[src/rtl/hazard_unit_pkg.sv]
// Shared types for the Astrio hazard controller: tracker entry layout,
// forwarding select type and the operand/entry match helper.
package hazard_unit_pkg;

  // rd is stored at a fixed maximum width so the struct stays unparametrised.
  localparam int RD_MAX_W  = 16;
  localparam int SEL_MAX_W = 3;

  typedef struct packed {
    logic                valid;
    logic                we;
    logic                is_load;
    logic [RD_MAX_W-1:0] rd;
  } track_entry_t;

  typedef logic [SEL_MAX_W-1:0] fwd_sel_t;

  localparam fwd_sel_t FWD_NONE = 3'd0;

  function automatic logic entry_hits(input track_entry_t e,
                                      input logic [RD_MAX_W-1:0] rs,
                                      input logic used);
    return e.valid && e.we && (e.rd != {RD_MAX_W{1'b0}}) && (e.rd == rs) && used;
  endfunction

endpackage

[src/rtl/hazard_tracker.sv]
// In-flight write tracker: entry 0 is the EX instruction, higher indices are
// progressively older. Bubbles enter on request; synchronous active-low clear.
module hazard_tracker
  import hazard_unit_pkg::*;
#(
  parameter int DEPTH = 2
) (
  input  logic                     clk,
  input  logic                     rst,
  input  logic                     i_bubble,
  input  track_entry_t             i_insert,
  output track_entry_t [DEPTH:0]   o_entries
);

  track_entry_t [DEPTH:0] r_entries;
  track_entry_t           w_in;

  // Select the incoming entry: a real instruction or an empty bubble.
  always_comb begin
    if (i_bubble) begin
      w_in = {$bits(track_entry_t){1'b0}};
    end else begin
      w_in = i_insert;
    end
  end

  // Shift every entry one stage older each cycle.
  always_ff @(posedge clk) begin
    if (!rst) begin
      r_entries <= {($bits(track_entry_t)*(DEPTH+1)){1'b0}};
    end else begin
      r_entries <= {r_entries[DEPTH-1:0], w_in};
    end
  end

  assign o_entries = r_entries;

endmodule

[src/rtl/hazard_unit_chk.sv]
// Runtime checker: a load must never be chosen as a forwarding source before
// its data is available.
module hazard_unit_chk (
  input logic clk,
  input logic rst,
  input logic i_early_load
);

  // Flag any forwarding select that points at a not-yet-ready load.
  always_ff @(posedge clk) begin
    if (rst) begin
      assert (!i_early_load) else $error("hazard_unit: load forwarded before data ready");
    end else begin
    end
  end

endmodule

[src/rtl/hazard_unit.sv]
// Load-use stall, redirect flush and EX forwarding selects for the 5-stage core.
// Define HAZARD_STATS_EN to add saturating stat_stalls/stat_flushes counters.
module hazard_unit
  import hazard_unit_pkg::*;
#(
  parameter int REG_ID_W  = 5,
  parameter int NUM_SRC   = 2,
  parameter int FWD_DEPTH = 2,
  parameter int LOAD_LAT  = 2,
  parameter int SEL_W     = $clog2(FWD_DEPTH + 1)
) (
  input  logic                        clk,
  input  logic                        rst,
  input  logic                        id_valid,
  input  logic [NUM_SRC*REG_ID_W-1:0] id_rs,
  input  logic [NUM_SRC-1:0]          id_rs_used,
  input  logic                        id_we,
  input  logic [REG_ID_W-1:0]         id_rd,
  input  logic                        id_is_load,
  input  logic                        id_redirect,
  output logic                        stall,
  output logic                        flush,
  output logic [NUM_SRC*SEL_W-1:0]    ex_fwd_sel
`ifdef HAZARD_STATS_EN
  ,
  output logic [31:0]                 stat_stalls,
  output logic [31:0]                 stat_flushes
`endif
);

  track_entry_t [FWD_DEPTH:0]  w_entries;
  track_entry_t                w_insert;
  logic [NUM_SRC*REG_ID_W-1:0] r_ex_rs;
  logic [NUM_SRC-1:0]          r_ex_rs_used;
  logic                        w_load_use;
  logic [SEL_W-1:0]            w_sel [NUM_SRC];
  logic [NUM_SRC-1:0]          w_early;

  assign w_insert.valid   = id_valid;
  assign w_insert.we      = id_we;
  assign w_insert.is_load = id_is_load;
  assign w_insert.rd      = RD_MAX_W'(id_rd);

  hazard_tracker #(.DEPTH(FWD_DEPTH)) u_tracker (
    .clk       (clk),
    .rst       (rst),
    .i_bubble  (stall || !id_valid),
    .i_insert  (w_insert),
    .o_entries (w_entries)
  );

  // Load-use detection: an ID source hits a load too young to forward from.
  always_comb begin
    w_load_use = 1'b0;
    for (int i = 0; i < NUM_SRC; i++) begin
      for (int k = 0; k <= FWD_DEPTH; k++) begin
        if ((k <= LOAD_LAT - 2) && w_entries[k].is_load &&
            entry_hits(w_entries[k], RD_MAX_W'(id_rs[i*REG_ID_W +: REG_ID_W]), id_rs_used[i])) begin
          w_load_use = 1'b1;
        end else begin
          w_load_use = w_load_use;
        end
      end
    end
  end

  assign stall = rst && id_valid && w_load_use;
  assign flush = rst && id_valid && id_redirect && !w_load_use;

  // Forwarding priority: scan oldest to youngest so the youngest hit wins.
  always_comb begin
    for (int i = 0; i < NUM_SRC; i++) begin
      w_sel[i]   = SEL_W'(FWD_NONE);
      w_early[i] = 1'b0;
      for (int k = FWD_DEPTH; k >= 1; k--) begin
        if (entry_hits(w_entries[k], RD_MAX_W'(r_ex_rs[i*REG_ID_W +: REG_ID_W]), r_ex_rs_used[i])) begin
          w_sel[i]   = SEL_W'(k);
          w_early[i] = w_entries[k].is_load && (k < LOAD_LAT);
        end else begin
          w_sel[i]   = w_sel[i];
          w_early[i] = w_early[i];
        end
      end
    end
  end

  // Outputs are held at zero while reset is asserted.
  always_comb begin
    for (int i = 0; i < NUM_SRC; i++) begin
      if (rst) begin
        ex_fwd_sel[i*SEL_W +: SEL_W] = w_sel[i];
      end else begin
        ex_fwd_sel[i*SEL_W +: SEL_W] = {SEL_W{1'b0}};
      end
    end
  end

  // EX source ids follow the instruction into EX; bubbles carry no sources.
  always_ff @(posedge clk) begin
    if (!rst) begin
      r_ex_rs      <= {(NUM_SRC*REG_ID_W){1'b0}};
      r_ex_rs_used <= {NUM_SRC{1'b0}};
    end else if (stall || !id_valid) begin
      r_ex_rs      <= {(NUM_SRC*REG_ID_W){1'b0}};
      r_ex_rs_used <= {NUM_SRC{1'b0}};
    end else begin
      r_ex_rs      <= id_rs;
      r_ex_rs_used <= id_rs_used;
    end
  end

  hazard_unit_chk u_chk (
    .clk          (clk),
    .rst          (rst),
    .i_early_load (|w_early)
  );

`ifdef HAZARD_STATS_EN
  logic [31:0] r_stat_stalls;
  logic [31:0] r_stat_flushes;

  // Saturating event counters.
  always_ff @(posedge clk) begin
    if (!rst) begin
      r_stat_stalls  <= 32'd0;
      r_stat_flushes <= 32'd0;
    end else begin
      if (stall && (r_stat_stalls != 32'hFFFF_FFFF)) begin
        r_stat_stalls <= r_stat_stalls + 32'd1;
      end else begin
        r_stat_stalls <= r_stat_stalls;
      end
      if (flush && (r_stat_flushes != 32'hFFFF_FFFF)) begin
        r_stat_flushes <= r_stat_flushes + 32'd1;
      end else begin
        r_stat_flushes <= r_stat_flushes;
      end
    end
  end

  assign stat_stalls  = r_stat_stalls;
  assign stat_flushes = r_stat_flushes;
`endif

endmodule
[config.mk]
export PLATFORM = sky130hd
export DESIGN_NAME = hazard_unit
export DESIGN_NICKNAME = d
export VERILOG_FILES = /design/src/rtl/hazard_unit_pkg.sv /design/src/rtl/hazard_tracker.sv /design/src/rtl/hazard_unit_chk.sv /design/src/rtl/hazard_unit.sv
export SDC_FILE = /design/constraint.sdc
export NUM_CORES = 1
export LEC_CHECK = 0
export CAP_MARGIN = 20
export CORE_MARGIN = 1.5
export CORE_UTILIZATION = 50
export DETAILED_ROUTE_END_ITERATION = 10
export PLACE_DENSITY = 0.8
export SKIP_CTS_REPAIR_TIMING = 1
export SYNTH_ARGS = -nofsm -noshare
export SYNTH_HDL_FRONTEND = slang
export SYNTH_SLANG_ARGS = --single-unit
[constraint.sdc]
create_clock -name clk -period 1.65 [get_ports clk]
set_input_delay 0.165 -clock clk [delete_from_list [all_inputs] [get_ports clk]]
set_output_delay 0.165 -clock clk [all_outputs]
set_load 0.1 [all_outputs]
* Word-level counts from Yosys, hierarchy flattened
Cells that the tools add are included.
Word-level totals: input port bits 23, memories kept 0, register bits after elaboration 67, bits in writable memories 0, memory bits (read-only) 0, logic and storage cells 59, output and inout bits 6, latch bits 0
Cells by class: $add $sub $neg 0, eq/ne operators 6, reduce and logical (&&, ||, !) cells 31, order comparisons 0, bitwise gates (word level) 1, shift operators 0, multipliers 0, div/mod/pow operators 0, mux-type cells 8
Operator list (count):
- == test 16 x 5 -> 1 bit | 6
- nonzero test 16 bit | 3
- logical AND 1 bit | 24
- two-way mux 2 bit | 6
- logical NOT 1 bit | 2
- two-way mux 1 bit | 2
- OR reduction 2 bit | 1
- logical OR 1 bit | 1
- inverter 1 bit | 1

* Logic depth before layout (Yosys ltp)
word-level depth 10, depth in mapped cells 5, depth with buffers taken out 4

* Cells and area by module
A second synthesis with hierarchy kept.
Second synthesis, totals: cell total of the unflattened synthesis 240, area, all modules 2543.7 um^2
Modules (own cells, without submodules):
- hazard_tracker | area each 1615.3 um^2, times used 1, seq. area each 1141.1 um^2, cells an instance 121
- hazard_unit | area each 928.4 um^2, times used 1, seq. area each 240.2 um^2, cells an instance 119

* Worst setup path before layout
OpenSTA, ideal clock, no wires.
path type register -> output, start point register u_tracker.r_entries, in the netlist u_tracker.o_entries[20], end point output port ex_fwd_sel[1], required time 1.485 ns, cell stages (with the launch flop) 5, path slack -1.681 ns, buffers on the path 0, data arrival time 3.166 ns, cells stage by stage dfxtp_1 -> or4_1 -> o211ai_2 -> nor3_1 -> nor3_1
On the way: word-level cells in the longest chain between the ends 6, elaborated cells between the ends (all ways) 7, those cells by class eq/ne: 1; mux: 2; reduce/logical: 4
RTL lines:
- start, declared | line hazard_tracker.sv:15 | track_entry_t [DEPTH:0] r_entries;
- start signal, assigned | line hazard_tracker.sv:30 | r_entries <= {($bits(track_entry_t)*(DEPTH+1)){1'b0}};
- start signal, assigned | line hazard_tracker.sv:32 | r_entries <= {r_entries[DEPTH-1:0], w_in};
- nonzero test 16 bit | line hazard_unit_pkg.sv:23 | return e.valid && e.we && (e.rd != {RD_MAX_W{1'b0}}) && (e.rd == rs) && used;
- logical AND 1 bit | line hazard_unit_pkg.sv:23
- logical AND 1 bit (*) (2 in series) | line hazard_unit_pkg.sv:23
- two-way mux 2 bit (*) | line hazard_unit.sv:76 | if (entry_hits(w_entries[k], RD_MAX_W'(r_ex_rs[i*REG_ID_W +: REG_ID_W]), r_ex_rs_used[i])) begin
- two-way mux 2 bit (*) | line hazard_unit.sv:90 | if (rst) begin
- end, declared | line hazard_unit.sv:23 | output logic [NUM_SRC*SEL_W-1:0] ex_fwd_sel
Mark *: on every way between the ends. The rest lies on a longest branch, timed or not.

* Final worst setup path
Same ends and word-level chain as after synthesis.

==> reports/metrics.yaml <==
routing:
  drt-pass1-iter-count: 4
  ant_nets: 0
  drt_iter0_drc: 51
  wl_mm: 3.475
  wl_per_cell_um: 15.38
  drc_errors: 0
  vias: 1231
  via_per_inst: 5.447
setup_path:
  critical_path_class: "reg2out"
  arrival_ns: 1.93
  cp.required_ns: 1.48
  crit_path_max_fanout: 2
  endpoint_kind: "primary output"
  crit_path_start_kind: "flip-flop"
timing:
  holdWs_ns: 0.3376
  slew_headroom: 0.8156
  period_minus_slack_ns: 2.090
  fmax_mhz: 478.4
  finalMaxSlewViolations: 0
  worstMarginPinSlew_ns: 0.2741
  setup_tns_ns: -1.909
  skew_ns: 0.006209
  setup_viol: 6
  rsz0062_at_grt: "true"
  finalCritPeriodShare: 1.267
  finalHoldViolCount: 0
  fin_ws_ns: -0.4403
grt:
  grt_use_total: 0.2221
  grt_pass1_wl_mm: 5.202
  globalRouteOverflowTotal: 0
  grt_pass1_vias: 1200
  grt_max_degree: 21
  antenna_found_initial: 0
synthesis:
  synth-seq-cells: 34
  synth_top_flop_cell: "dfxtp_1"
  syn_inst: 155
  netlist_top_cells_area: "dfxtp_1, xnor2_1, a21oi_1, nand2_1, and2_1"
  synth-seq-area-share: 0.4810
  yosysWarnings: 0
  netlist_area_um2: 1415
  synth_edf_count: 0
  synth_top_area_cell: "dfxtp_1"
  yosysTopAreaCellShare: 0.4810
  synth_nets: 178
  avgSynthCellArea_um2: 9.130
  async_flop_share: 0
  synth_cell_types: 20
placement:
  port_buffers: 28
  place.gp.congestion: 0.8762
  dp.final_hpwl_mm: 2.594
finish:
  fin_util: 0.7710
  final_layout_size_suffix_gt1_frac: 0.2564
  n_antenna_cell: 0
  areaGrowthSynthToFinish_pct: 47.66
  mostFrequentLayoutCells: "dfxtp_1, nand2_1, clkdlybuf4s50_1"
  final_nets: 218
  layout.cells.most_common: "dfxtp_1"
  fill_cells: 195
job:
  drv_cap: 0
floorplan:
  die_area_um2: 3158
  die_x_um: 56.20
  io_pins: 29
  dieHeight_um: 56.20
  rows: 19
  core_um2: 2710
  initial_utilization: 0.5222
power:
  vdd_drop_max_uv: 654.3
  p_per_area_nw_per_um2: 817.0
  leakage_uw: 0.0008451
  power_uw: 1707
outcome:
  status: "finished, violations left"
  violations: "setup timing"
cts:
  numCtsBuffers: 5
  clkSlewWorstSetupHoldPaths_ns: 0.10
  htree_levels: 2
  root_buffer: "clkbuf_4"
  cts_buffer_depth: 2
  cts_tree: "done"
  clk_latency_ns: 0.34
  clock_sinks: 34
hold_path:
  hp-class: "in2reg"
==> routing by layer <==
layer,up-vias,wire (um),part of all wire,track usage
li1,601,-,-,-
met1,570,1303,0.37,0.2300
met2,47,1865,0.54,0.3950
met3,13,145,0.042,0.04419
met4,0,160,0.046,0.1565
met5,-,0,0,0
==> report_power, final <==
group | total [uW] | switching (uW) | internal [uW] | leakage, uW
Sequential | 875 | 29.6 | 845 | 0.000282
Clock | 616 | 264 | 353 | 0.0000443
Combinational | 216 | 93.5 | 123 | 0.000519
==> metrics by stage <==
stage | instance area, um^2 | instances | setup slack (ns)
6_report | 2090 | 226 | -0.4403
5_1_grt | 2090 | 226 | -0.5035
4_1_cts | 1964 | 225 | -0.4316
3_5_place_dp | 1883 | 218 | -0.1274
3_3_place_gp | 1883 | 218 | -0.1046
2_1_floorplan | 1450 | 155 | -0.3699
==> state kept, by name, summed over array words and instances (netlist names) <==
| register | count |
|---|---|
| u_tracker.o_entries | 22 |
| r_ex_rs_used | 2 |
| r_ex_rs | 10 |
==> cell families after synthesis <==
kind of cell              after synthesis  share of synthesized area
buffers and inverters                   7                    0.02034
xor gates and xnor gates               30                     0.1857
and+or+nand+nor                        59                     0.2140
AOI/OAI and AO/OA                      25                    0.09903
DFF                                    34                     0.4810
==> Yosys cell counts, drive strengths merged, types with 2 or more instances <==
| cell | number |
|---|---|
| dfxtp | 34 |
| nand2 | 24 |
| xnor2 | 22 |
| a21oi | 21 |
| and2 | 17 |
| xor2 | 8 |
| clkbuf | 5 |
| nor3 | 5 |
| nand4 | 4 |
| nand3 | 3 |
| buf | 2 |
| nor4 | 2 |
| or4 | 2 |
==> final timing paths <==
| path | depth (start not counted) | startpoint | slack [ns] | end |
|---|---|---|---|---|
| max | 5 | u_tracker.o_entries[20]$_SDFF_PN0_ | -0.44 | ex_fwd_sel[1] |
| min | 3 | id_rd[1] | 0.34 | u_tracker.o_entries[1]$_SDFF_PP0_ |
| max reg2reg | 5 | u_tracker.o_entries[4]$_SDFF_PP0_ | 0.28 | r_ex_rs[7]$_SDFF_PP0_ |
| min reg2reg | 1 | u_tracker.o_entries[18]$_SDFF_PP0_ | 0.47 | u_tracker.o_entries[37]$_SDFF_PN0_ |
==> worst max-delay path: stages, from the launching register on <==
cell	delay (ns)
dfxtp_2	0.33
or4_4	0.54
o211ai_4	0.27
nor3_4	0.07
nor3_4	0.16
buf_12	0.20
==> layout make-up <==
cell class | instances | area, um^2 | share of cell area
Multi-Input combinational cell | 114 | 840.8 | 0.4024
Tap cell | 31 | 38.79 | 0.01856
Sequential cell | 34 | 698.2 | 0.3341
Clock inverter | 1 | 30.03 | 0.01437
Timing Repair Buffer | 40 | 430.4 | 0.2060
Clock buffer | 6 | 51.30 | 0.02455
Power figures use the tool's default switching activity.
